## config.mk

```make
export PLATFORM = sky130hd
export DESIGN_NAME = sound_event_sequencer
export DESIGN_NICKNAME = d
export VERILOG_FILES = /design/src/rtl/sound_pkg.sv /design/src/rtl/priority_arbiter.sv /design/src/rtl/sound_event_sequencer.sv
export SDC_FILE = /design/constraint.sdc
export NUM_CORES = 1
export LEC_CHECK = 0
export BUFFER_PORTS_ARGS = -buffer_cell sky130_fd_sc_hd__buf_2
export CORE_MARGIN = 1
export CORE_UTILIZATION = 60
export CTS_CLUSTER_SIZE = 8
export DETAILED_ROUTE_END_ITERATION = 8
export PLACE_DENSITY = 0.87
export SLEW_MARGIN = 20
export SYNTH_ARGS = -nofsm -noshare
export SYNTH_HDL_FRONTEND = slang
export SYNTH_SLANG_ARGS = --single-unit
```

## constraint.sdc

```tcl
create_clock -name clk -period 3.6 [get_ports clk]
set_input_delay 0.18 -clock clk [delete_from_list [all_inputs] [get_ports clk]]
set_output_delay 0.18 -clock clk [all_outputs]
set_load 0.05 [all_outputs]
```

## src/rtl/sound_pkg.sv

```systemverilog
// Shared constants for the sound event sequencer: note prescales, event indices,
// FSM states and the per-event melody table.
package sound_pkg;

  localparam int unsigned NumEvents = 6;
  localparam int unsigned MaxNotes  = 4;
  localparam int unsigned ToneW     = 10;
  localparam int unsigned EvW       = $clog2(NumEvents);
  localparam int unsigned NoteW     = $clog2(MaxNotes);

  localparam logic [ToneW-1:0] REST = 10'h000;
  localparam logic [ToneW-1:0] DO   = 10'h175;
  localparam logic [ToneW-1:0] RE   = 10'h14C;
  localparam logic [ToneW-1:0] MI   = 10'h128;
  localparam logic [ToneW-1:0] FA   = 10'h117;
  localparam logic [ToneW-1:0] SOL  = 10'h0F9;
  localparam logic [ToneW-1:0] LA   = 10'h0DD;
  localparam logic [ToneW-1:0] SI   = 10'h0C5;

  typedef enum logic [2:0] {
    EvEnter  = 3'd0,
    EvKeyX   = 3'd1,
    EvKeyY   = 3'd2,
    EvHole   = 3'd3,
    EvBorder = 3'd4,
    EvBall   = 3'd5
  } event_e;

  typedef enum logic {
    StIdle,
    StPlay
  } state_e;

  // A zero slot terminates the melody.
  localparam logic [ToneW-1:0] TONE_TABLE [NumEvents][MaxNotes] = '{
    '{DO,   MI,   SOL,  REST},
    '{RE,   REST, REST, REST},
    '{MI,   REST, REST, REST},
    '{LA,   SOL,  MI,   DO  },
    '{SI,   REST, REST, REST},
    '{FA,   FA,   REST, REST}
  };

  function automatic logic [ToneW-1:0] tone_lookup(input int unsigned ev,
                                                   input int unsigned note);
    if (ev < NumEvents && note < MaxNotes) begin
      return TONE_TABLE[EvW'(ev)][NoteW'(note)];
    end
    return REST;
  endfunction

endpackage

```

## src/rtl/priority_arbiter.sv

```systemverilog
// Combinational fixed-priority arbiter: lowest set index wins, one-hot and encoded grant.
module priority_arbiter #(
  parameter int unsigned NumReq = 6,
  parameter int unsigned IdxW   = $clog2(NumReq)
) (
  input  logic [NumReq-1:0] req_i,
  output logic [NumReq-1:0] gnt_o,
  output logic [IdxW-1:0]   idx_o,
  output logic              valid_o
);

  always_comb begin
    gnt_o   = '0;
    idx_o   = '0;
    valid_o = 1'b0;
    for (int unsigned i = 0; i < NumReq; i++) begin
      if (req_i[i] && !valid_o) begin
        valid_o  = 1'b1;
        gnt_o[i] = 1'b1;
        idx_o    = IdxW'(i);
      end
    end
  end

endmodule

```

## src/rtl/sound_event_sequencer.sv

```systemverilog
// Latches audio request strobes, arbitrates them by fixed priority and plays a short melody
// per event. Define SOUND_PREEMPT_EN to let a higher-priority event abort the current melody.
module sound_event_sequencer
  import sound_pkg::*;
#(
  parameter int unsigned NUM_EVENTS = NumEvents,
  parameter int unsigned MAX_NOTES  = MaxNotes,
  parameter int unsigned NOTE_TICKS = 3125000,
  parameter int unsigned PRESCALE_W = ToneW
) (
  input  logic                          clk,
  input  logic                          reset,
  input  logic [NUM_EVENTS-1:0]         audio_req,
  input  logic                          mute,
  output logic [PRESCALE_W-1:0]         preScaleValue,
  output logic                          sound_en,
  output logic                          busy,
  output logic [$clog2(NUM_EVENTS)-1:0] active_event
);

  localparam int unsigned ActW   = $clog2(NUM_EVENTS);
  localparam int unsigned IdxW   = (MAX_NOTES > 1) ? $clog2(MAX_NOTES) : 1;
  localparam int unsigned TimerW = $clog2(NOTE_TICKS);
  localparam logic [TimerW-1:0] TimerLoad = TimerW'(NOTE_TICKS - 1);

  state_e                state_q, state_d;
  logic [NUM_EVENTS-1:0] pending_q, pending_d;
  logic [IdxW-1:0]       note_q, note_d;
  logic [TimerW-1:0]     timer_q, timer_d;
  logic [PRESCALE_W-1:0] prescale_q, prescale_d;
  logic                  sound_en_q, sound_en_d;
  logic [ActW-1:0]       active_q, active_d;

  logic [NUM_EVENTS-1:0] gnt_onehot, clear;
  logic [ActW-1:0]       gnt_idx;
  logic                  gnt_valid;
  logic                  start;
  logic [PRESCALE_W-1:0] first_tone, next_tone;

  priority_arbiter #(
    .NumReq (NUM_EVENTS),
    .IdxW   (ActW)
  ) u_arb (
    .req_i   (pending_q),
    .gnt_o   (gnt_onehot),
    .idx_o   (gnt_idx),
    .valid_o (gnt_valid)
  );

  // Slot lookup past the last note returns zero, which also saturates the note index.
  assign first_tone = PRESCALE_W'(tone_lookup(32'(gnt_idx), 0));
  assign next_tone  = PRESCALE_W'(tone_lookup(32'(active_q), 32'(note_q) + 32'd1));

  always_comb begin
    state_d    = state_q;
    note_d     = note_q;
    timer_d    = timer_q;
    prescale_d = prescale_q;
    sound_en_d = sound_en_q;
    active_d   = active_q;
    clear      = '0;
    start      = 1'b0;

    unique case (state_q)
      StIdle: begin
        if (gnt_valid) begin
          clear = gnt_onehot;
          start = (first_tone != '0);
        end
      end
      StPlay: begin
        if (timer_q != '0) begin
          timer_d = timer_q - TimerW'(1);
        end else if (next_tone != '0) begin
          note_d     = note_q + IdxW'(1);
          timer_d    = TimerLoad;
          prescale_d = next_tone;
        end else begin
          state_d    = StIdle;
          note_d     = '0;
          prescale_d = '0;
          sound_en_d = 1'b0;
          active_d   = '0;
        end
`ifdef SOUND_PREEMPT_EN
        // Aborted melody is dropped; the preempting one starts without a gap cycle.
        if (gnt_valid && (gnt_idx < active_q) && (first_tone != '0)) begin
          clear = gnt_onehot;
          start = 1'b1;
        end
`endif
      end
      default: state_d = StIdle;
    endcase

    if (start) begin
      state_d    = StPlay;
      note_d     = '0;
      timer_d    = TimerLoad;
      prescale_d = first_tone;
      sound_en_d = 1'b1;
      active_d   = gnt_idx;
    end

    // A new strobe on the bit being granted wins, so that event replays later.
    pending_d = (pending_q & ~clear) | audio_req;
  end

  always_ff @(posedge clk or posedge reset) begin
    if (reset) begin
      state_q    <= StIdle;
      pending_q  <= '0;
      note_q     <= '0;
      timer_q    <= '0;
      prescale_q <= '0;
      sound_en_q <= 1'b0;
      active_q   <= '0;
    end else begin
      state_q    <= state_d;
      pending_q  <= pending_d;
      note_q     <= note_d;
      timer_q    <= timer_d;
      prescale_q <= prescale_d;
      sound_en_q <= sound_en_d;
      active_q   <= active_d;
    end
  end

  assign preScaleValue = prescale_q & {PRESCALE_W{~mute}};
  assign sound_en      = sound_en_q & ~mute;
  assign busy          = (state_q == StPlay);
  assign active_event  = active_q;

endmodule
```

==> flow_summary.toml <==
[route]
first_pass_iters = 6
wl_um = 6760
via_per_inst = 6.57
detail_route.wl_per_cell_um = 16.7
route.detailed.drc = 0
dr_wl_met2_um = 3010
first_iter_violations = 277
top_layer = "met4"
via_count = 2662
ant_nets = 0
drt-met1-wl_um = 2980
met3WireLength_um = 609

[floorplanning]
start_util_pct = 63.2
num_rows = 24
die_x_um = 69.9
fp.dieH_um = 69.9
dieArea_um2 = 4890
ios = 24
core_um2 = 4380

[layout]
syn_to_final_growth_pct = 9.44
final_cell_area_um2 = 3030
postLayoutCoreUtil_pct = 69.1
layout-drive-gt1-share_pct = 13.0
nNetsFinal = 372
n_antenna_cell = 0

[sta]
slew_violations = 0
fmax_mhz = 314
final.period_utilization_pct = 88.5
final.setup.tns_ns = 0
max_slew_margin_pct = 40.8
rsz0062_at_grt = "no"
whs_ns = -0.00571
hold_viol = 5
worst_slew_pin_slew_ns = 0.884
setup_viol = 0
fin_worst_skew_ns = 0.0108
fin_crit_ns = 3.19

[setup_path]
path_depth = 8
crit_buf_inv = 1
crit_path_start = "timer_q[0]$_DFFE_PP0P_"
crit_required_ns = 3.85
path_class = "register to register"
worstSetupStartpointType = "register"
crit_path_top_delay_cell = "or4b_2"
cp_max_fo = 7
r2r-end = "timer_q[19]$_DFFE_PP0P_"
crit_end = "timer_q[19]$_DFFE_PP0P_"
r2r_cells = 8
worst_path_largest_cell_delay_ns = 0.69
cp.arrival_ns = 3.44
reg2reg_slack_ns = 0.41
path_cells = "inv_1 -> ha_1 -> or4b_2 -> nor4_1 -> nand3_1 -> and2_0 -> a31oi_1 -> o21a_1"
cpLargestDelayFamily = "simple AND/OR/NAND/NOR gates"
worstSetupEndpointType = "register"
regToRegStartpoint = "timer_q[0]$_DFFE_PP0P_"

[power]
total_power_uw = 890
vdd_drop_max_v = 0.000276
powerDensity_nw_per_um2 = 294
leakage_uw = 0.00121

[logic_synthesis]
ys.flop_type = "dfrtp_1"
syn_area_per_cell_um2 = 8.37
synth_edf_count = 0
syn_area_um2 = 2770
synth-seq-area-share_pct = 39.7
async_flop_share_pct = 100
ys_warn_count = 0
synth_common_cells = "44 x dfrtp_1, 32 x nand2_1, 31 x o21ai_0"
post_synth_num_cell_types = 53
yosys.area.top_type = "dfrtp_1"
muxShareOfSynthArea_pct = 0.361
ys_ff_latch = 44
synth-compound-area-share_pct = 24.0
synth_fp_nets = 350
yosys.area_share.adder_pct = 4.52
synth_xor_area_share_pct = 0.316
yosysMostFrequentCell = "dfrtp_1"
netlist_instances = 331
synth_top_family_by_area = "simple AND/OR/NAND/NOR gates"
yosys.area_share.simple_pct = 27.1
synth_top_area_share_pct = 39.7
synthTopCellsByArea = "dfrtp_1 40%, o21ai_0 5.6%, ha_1 4.5%"

[clocking]
cts-htree-levels = 2
clock_insertion_delay_worst_skew_ns = 0.30
cts_tree = "done"
ctsHoldBuffers = 0
cts_buffers = 5
cts.sinks = 44
clk_pin_slew_worst_paths_ns = 0.08
clock-root-buffer = "clkbuf_8"
cts_buffer_depth = 2
cts_resized = 0
cts_setup_buffers = 0

[grt]
grt_max_degree = 45
gr-total-overflow = 0
antenna_found_initial = 0
grt.total_usage_pct = 29.6
grt_pass1_vias = 2395
grt_pass1_wl_um = 11400

[run_status]
failed_checks = "hold timing"
status = "finished, violations left"

[placement]
portBuffers = 22
placed_cell_area_um2 = 2940
place.gp.congestion = 0.911
dp_hpwl_um = 4780

[hold_path]
hp-class = "input port to async pin"

[run]
max_cap_violations = 0
## worst reg2reg max path, delay by kind of cell (launching register included)
kind,cells,cell delay (ns)
AOI/OAI and AO/OA,2,0.43
adders and majority gates,1,0.22
buffers and inverters,1,0.07
DFF,1,0.41
and+or+nand+nor,4,2.00
## cell type report
class / count / area (um^2)
clock buffers: 7 / 96.3
fillers: 343 / 1350
inverters: 14 / 52.6
multi-input cells: 260 / 1560
flip-flops and latches: 44 / 1100
well taps: 52 / 65.1
repair buffers: 28 / 155
## cells by family (layout without fill, tap and decap cells)
family	after synthesis	after routing
buffers and inverters	27	49
flip-flops	44	44
other	1	1
AO/OA/AOI/OAI	104	104
multiplexers	1	1
XOR/XNOR	1	1
AND/OR/NAND/NOR	143	143
adder cells (fa/ha/maj)	10	10
## layer usage
metal / track usage (%) / vias up
met2: 44.0 / 153
li1: - / 1259
met4: 11.8 / 0
met3: 5.19 / 23
met5: 0 / -
met1: 43.0 / 1227
## state kept, by name, indices dropped and copies added, names as in the netlist
signal and count:
timer_q 22, pending_q 6, sound_en_q 1, prescale_q 9, active_event 3, busy 1, note_q 2
## cell usage in the layout (no fill, tap or decap), types with 6 or more instances in the layout
master | netlist | final
o21ai_0 | 31 | 31
a21oi_1 | 18 | 18
nor3_1 | 14 | 14
buf_4 | 1 | 6
nor2_1 | 30 | 30
dfrtp_1 | 44 | 44
nand3_1 | 8 | 8
nand2_1 | 32 | 32
nor4_1 | 7 | 7
nor2b_1 | 11 | 11
inv_1 | 13 | 12
clkbuf_8 | 0 | 7
nand2b_1 | 12 | 12
ha_1 | 10 | 10
buf_2 | 2 | 22
a31oi_1 | 13 | 13
## metrics by stage
| stage | cells | worst slack, ns |
|---|---|---|
| final | 405 | 0.414 |
| after global routing | 405 | 0.206 |
| after floorplan | 331 | 0.933 |
| after detailed placement | 398 | 0.497 |
| after global placement | 398 | 0.605 |
| after CTS | 405 | 0.464 |
## power by group
group          total [uW]  internal [uW]  switching (uW)
clock                 333            171             162
sequential            500            497            3.03
combinational        57.3           14.7            42.6
## worst min path at each step
stage	slack (ns)	to	cells past startpoint	startpoint
floorplan	0.27	pending_q[0]$_DFF_PP0_	1	audio_req[0]
global placement	0.34	timer_q[20]$_DFFE_PP0P_	3	reset
detailed placement	0.35	sound_en_q$_DFFE_PP0P_	3	reset
CTS	0.02	sound_en_q$_DFFE_PP0P_	3	reset
global route	0.06	sound_en_q$_DFFE_PP0P_	3	reset
finish	-0.006	sound_en_q$_DFFE_PP0P_	3	reset
Power figures use the tool's default switching activity.
